$ cat src/rtl/div_iter.sv
// rtl/div_iter.sv - iterative 32-bit radix-2 restoring divider, result = {remainder, quotient}
// Define DIV_ZERO_FAST_EN to short-circuit a zero divisor through the DIVZERO state.
module div_iter (
   input  logic        clk,
   input  logic        rst,
   input  logic        signed_div_i,
   input  logic [31:0] opdata1_i,
   input  logic [31:0] opdata2_i,
   input  logic        start_i,
   input  logic        annul_i,
   output logic [63:0] result_o,
   output logic        ready_o
);

`ifdef DIV_ZERO_FAST_EN
   typedef enum logic [1:0] {S_IDLE = 2'd0, S_ON = 2'd1, S_END = 2'd2, S_DIVZERO = 2'd3} state_t;
`else
   typedef enum logic [1:0] {S_IDLE = 2'd0, S_ON = 2'd1, S_END = 2'd2} state_t;
`endif

   state_t      r_state;
   state_t      w_next;
   logic [5:0]  r_cnt;
   logic [32:0] r_rem;
   logic [31:0] r_quo;
   logic [31:0] r_dvs;
   logic        r_signed;
   logic        r_neg1;
   logic        r_neg2;
   logic [63:0] r_result;
   logic        r_ready;

   logic        w_accept;
   logic        w_last;
   logic [31:0] w_mag1;
   logic [31:0] w_mag2;
   logic [32:0] w_rem_sh;
   logic        w_ge;
   logic [32:0] w_rem_nx;
   logic [31:0] w_quo_nx;
   logic [31:0] w_q_fix;
   logic [31:0] w_r_fix;

   assign w_accept = start_i & ~annul_i;
   assign w_last   = (r_cnt == 6'd31);
   assign w_mag1   = (signed_div_i && opdata1_i[31]) ? (~opdata1_i + 32'd1) : opdata1_i;
   assign w_mag2   = (signed_div_i && opdata2_i[31]) ? (~opdata2_i + 32'd1) : opdata2_i;

   // r_quo starts as the dividend and fills with quotient bits as dividend bits shift out
   assign w_rem_sh = {r_rem[31:0], r_quo[31]};
   assign w_ge     = r_rem[32] | (w_rem_sh >= {1'b0, r_dvs});
   assign w_rem_nx = w_ge ? (w_rem_sh - {1'b0, r_dvs}) : w_rem_sh;
   assign w_quo_nx = {r_quo[30:0], w_ge};

   assign w_q_fix  = (r_signed && (r_neg1 ^ r_neg2)) ? (~w_quo_nx + 32'd1) : w_quo_nx;
   assign w_r_fix  = (r_signed && r_neg1) ? (~w_rem_nx[31:0] + 32'd1) : w_rem_nx[31:0];

   always_ff @(posedge clk) begin
      if (rst) r_state <= S_IDLE;
      else     r_state <= w_next;
   end

   always_comb begin
      w_next = r_state;
      case (r_state)
         S_IDLE: begin
            if (w_accept) begin
`ifdef DIV_ZERO_FAST_EN
               w_next = (opdata2_i == 32'd0) ? S_DIVZERO : S_ON;
`else
               w_next = S_ON;
`endif
            end
         end
         S_ON: begin
            if (annul_i)     w_next = S_IDLE;
            else if (w_last) w_next = S_END;
         end
         S_END: begin
            if (!start_i) w_next = S_IDLE;
         end
`ifdef DIV_ZERO_FAST_EN
         S_DIVZERO: begin
            if (annul_i)               w_next = S_IDLE;
            else if (r_cnt == 6'd1)    w_next = S_END;
         end
`endif
         default: w_next = S_IDLE;
      endcase
   end

   always_ff @(posedge clk) begin
      if (rst) begin
         r_cnt    <= 6'd0;
         r_rem    <= 33'd0;
         r_quo    <= 32'd0;
         r_dvs    <= 32'd0;
         r_signed <= 1'b0;
         r_neg1   <= 1'b0;
         r_neg2   <= 1'b0;
         r_result <= 64'd0;
         r_ready  <= 1'b0;
      end else begin
         case (r_state)
            S_IDLE: begin
               if (w_accept) begin
                  r_cnt    <= 6'd0;
                  r_rem    <= 33'd0;
                  r_quo    <= w_mag1;
                  r_dvs    <= w_mag2;
                  r_signed <= signed_div_i;
                  r_neg1   <= opdata1_i[31];
                  r_neg2   <= opdata2_i[31];
               end
            end
            S_ON: begin
               if (!annul_i) begin
                  r_rem <= w_rem_nx;
                  r_quo <= w_quo_nx;
                  r_cnt <= r_cnt + 6'd1;
                  if (w_last) begin
                     r_result <= {w_r_fix, w_q_fix};
                     r_ready  <= 1'b1;
                  end
               end
            end
            S_END: begin
               if (!start_i) r_ready <= 1'b0;
            end
`ifdef DIV_ZERO_FAST_EN
            // zero divisor: result appears two edges after accept
            S_DIVZERO: begin
               if (!annul_i) begin
                  r_cnt <= r_cnt + 6'd1;
                  if (r_cnt == 6'd1) begin
                     r_result <= 64'd0;
                     r_ready  <= 1'b1;
                  end
               end
            end
`endif
            default: ;
         endcase
      end
   end

   assign result_o = r_result;
   assign ready_o  = r_ready;

endmodule

$ cat config.mk
export PLATFORM = sky130hd
export DESIGN_NAME = div_iter
export DESIGN_NICKNAME = d
export VERILOG_FILES = /design/src/rtl/div_iter.sv
export SDC_FILE = /design/constraint.sdc
export NUM_CORES = 1
export LEC_CHECK = 0
export BUFFER_PORTS_ARGS = -buffer_cell sky130_fd_sc_hd__buf_2
export CELL_PAD_IN_SITES_DETAIL_PLACEMENT = 2
export CELL_PAD_IN_SITES_GLOBAL_PLACEMENT = 2
export CORE_MARGIN = 3
export CORE_UTILIZATION = 35
export DETAILED_ROUTE_END_ITERATION = 7
export PLACE_DENSITY = 0.79
export SYNTH_ARGS = -nofsm -noshare
export SYNTH_HDL_FRONTEND = slang
export SYNTH_SLANG_ARGS = --single-unit
export TNS_END_PERCENT = 30
$ cat constraint.sdc
create_clock -name clk -period 10.6 [get_ports clk]
set_input_delay 2.12 -clock clk [delete_from_list [all_inputs] [get_ports clk]]
set_output_delay 2.12 -clock clk [all_outputs]
set_load 0.01 [all_outputs]
==> impl_results.md <==
- Setup TNS: 0 ps
- Nets: 1751
- Top_reg_cell synth: dfxtp_1
- I/O pin cnt: 134
- Post-cts resize count: 0
- TritonRoute pass-1 iters: 5
- Setup violators final: 0
- Synth-to-Final Area Change: 12.6%
- WL final: 47.6 mm
- Share of cells above drive strength 1: 12.8%
- Vias in the first global route: 13000
- CP max FO: 54
- Hpwl dp: 35.5 mm
- Area of the core: 32900 um2
- Hold_buf cts: 0
- Asr flop ratio synth: 0%
- # rows: 66
- First DRT Iteration DRCs: 726
- Multi-input logic area: 7810 um2
- Achievable Freq: 169 MHz
- Clk_skew: 20.2 ps
- Syn_area_per_cell: 7.48 um2
- Max Root-Sink Buffers: 2
- GRT Total Usage: 26.1%
- Initial antenna violation count: 0
- Final Util: 40.6%
- Full die area: 36200 um2
- Final Wtd Congestion: 0.857
- Syn Inst Count: 1587
- Final Hold Viols: 0
- Worst setup SP type: flop
- Arrival @ worst endpoint: 6200 ps
- RSZ-0062 raised after global routing: no
- Post-synth net total: 1694
- Initial core utilization: 36.0%
- Cell area after synthesis: 11900 um2
- Die height: 190 um
- Clk slew on worst S/H paths: 80 ps
- Clock net sink count: 173
- Pwr/cell area: 135 nW/um2
- Wirelength per Cell: 22.7 um
- CP Class: flop to flop
- Slew Limit Fails: 0
- TritonCTS Buffers: 17
- # fillers: 3923
- Maxcap violations: 0
- Tmin final: 5900 ps
- Tcrit/Tclk final: 55.7%
- CTS tree: done
- Largest net degree at the start of global routing: 100
- Max IR drop VDD: 0.123 mV
- Yosys cell types: 81
- Total Power: 1.81 mW
- Antenna Cells: 0
- Setup crit end kind: flop
- Commonest non-fill, non-tap cell in the layout: nor2_1
- YS warnings: 0
- Die Width: 190 um
- Routed vias/inst: 5.86
- Outcome: complete, no violations
- Antenna Nets Post-Route: 0
- Postcts setup bufs: 0
- Total area of sequential cells: 3460 um2
- Global-route wire length before repair: 74.5 mm
- Remaining DRCs: 0
- HP Class: flop to flop
- Number of synthesized flops with an enable pin: 0
- GRT Residual Overflow: 0
- Sequential fraction of the synthesis area: 29.2%
- DR vias: 12300
- I/O Buffers: 133
- Relative slew slack: 31.8%
- Yosys reg bits: 173
- Worst-Skew Late Latency: 470 ps
- Final Cell Area: 13400 um2
- CTS root buffer: clkbuf_16
- Worst hold slack: 460 ps
- Lkg Pwr: 5.15 nW
- H-tree depth reported by CTS: 4
- Commonest non-fill, non-tap cells in the layout: nor2_1 (245), dfxtp_1 (173), a21oi_1 (153), nand2_1 (132), buf_2 (132)
- Worst Tran Pin Value: 1010 ps
- Area after DPL: 12800 um2
- Crit path required time: 10900 ps
[cells by family (layout without fill, tap and decap cells)]
| group | after synthesis | in the layout | share of synthesized area [%] |
|---|---|---|---|
| AND/OR/NAND/NOR | 594 | 594 | 23.6 |
| buffers and inverters | 158 | 228 | 5.22 |
| adder cells (fa/ha/maj) | 38 | 38 | 4.07 |
| multiplexers | 23 | 23 | 1.97 |
| flip-flops | 173 | 173 | 29.2 |
| XOR/XNOR | 122 | 122 | 9.00 |
| AO/OA/AOI/OAI | 479 | 479 | 27.0 |
[per-layer routing]
layer / vias up / GRT usage, % / part of all wire, %
met3: 48 / 4.27 / 4.0
li1: 5838 / - / -
met1: 6174 / 35.1 / 48
met4: 0 / 6.89 / 1.9
met5: - / 0 / 0
met2: 235 / 43.4 / 46
[stage by stage]
stage,setup WS (ps),instances
final,4700,2099
after global placement,5180,2067
after floorplan,6010,1587
after detailed placement,4830,2067
after CTS,4760,2099
after global routing,4200,2099
[cell usage after synthesis, types with 16 or more instances]
master	instances	share of area [%]
nor2_1	246	7.8
inv_1	55	1.7
nand3_1	31	1.3
xnor2_1	63	4.6
a22oi_1	22	1.4
or3_1	23	1.2
ha_1	37	3.9
a21oi_1	153	6.4
o21ai_0	69	2.9
a211oi_1	95	6.0
dfxtp_1	173	29
o31ai_1	21	1.3
mux2i_1	20	1.7
nand2_1	132	4.2
nand4_1	16	0.84
xor2_1	59	4.4
nor3_1	48	2.0
a21o_1	16	1.0
clkbuf_1	81	2.6
[flip-flops by register name (all words and copies together) (netlist names)]
register / count
r_quo: 32
r_rem: 33
r_signed: 1
ready_o: 1
r_neg1: 1
r_neg2: 1
r_dvs: 32
r_state: 2
result_o: 64
r_cnt: 6
[critical path: stages, from the launching register on]
cell	delay [ps]
dfxtp_1	340
inv_1	50
ha_1	410
and2_1	230
nand3_1	210
nor4_1	720
a41oi_2	330
nand3_4	600
mux2i_1	380
ha_1	280
nand2_1	90
nor4b_1	360
mux2i_1	310
nor4_2	640
nand3_1	240
nor3_2	210
mux2i_1	200
a21oi_1	80
[power by group]
part           internal (mW)  switching [mW]
combinational          0.142           0.293
sequential             0.668          0.0247
clock                  0.345           0.333
total                   1.16           0.650
[final cells by class]
type,count,area share [%]
Sequential cell,173,25.9
Clock buffer,18,3.28
Timing Repair Buffer,140,5.42
Multi-Input combinational cell,1256,58.4
Clock inverter,14,1.27
Tap cell,442,4.14
Inverter,56,1.57
[path summary, 6_finish.rpt]
check | startpoint | endpoint | slack [ps] | cells after the start
min | result_o[51] | result_o[51] | 460 | 2
min reg2reg | result_o[51] | result_o[51] | 460 | 2
max reg2reg | r_dvs[29] | result_o[58] | 4700 | 17
max | r_dvs[29] | result_o[58] | 4700 | 17
Note: power is estimated with default switching activity, not from simulation.
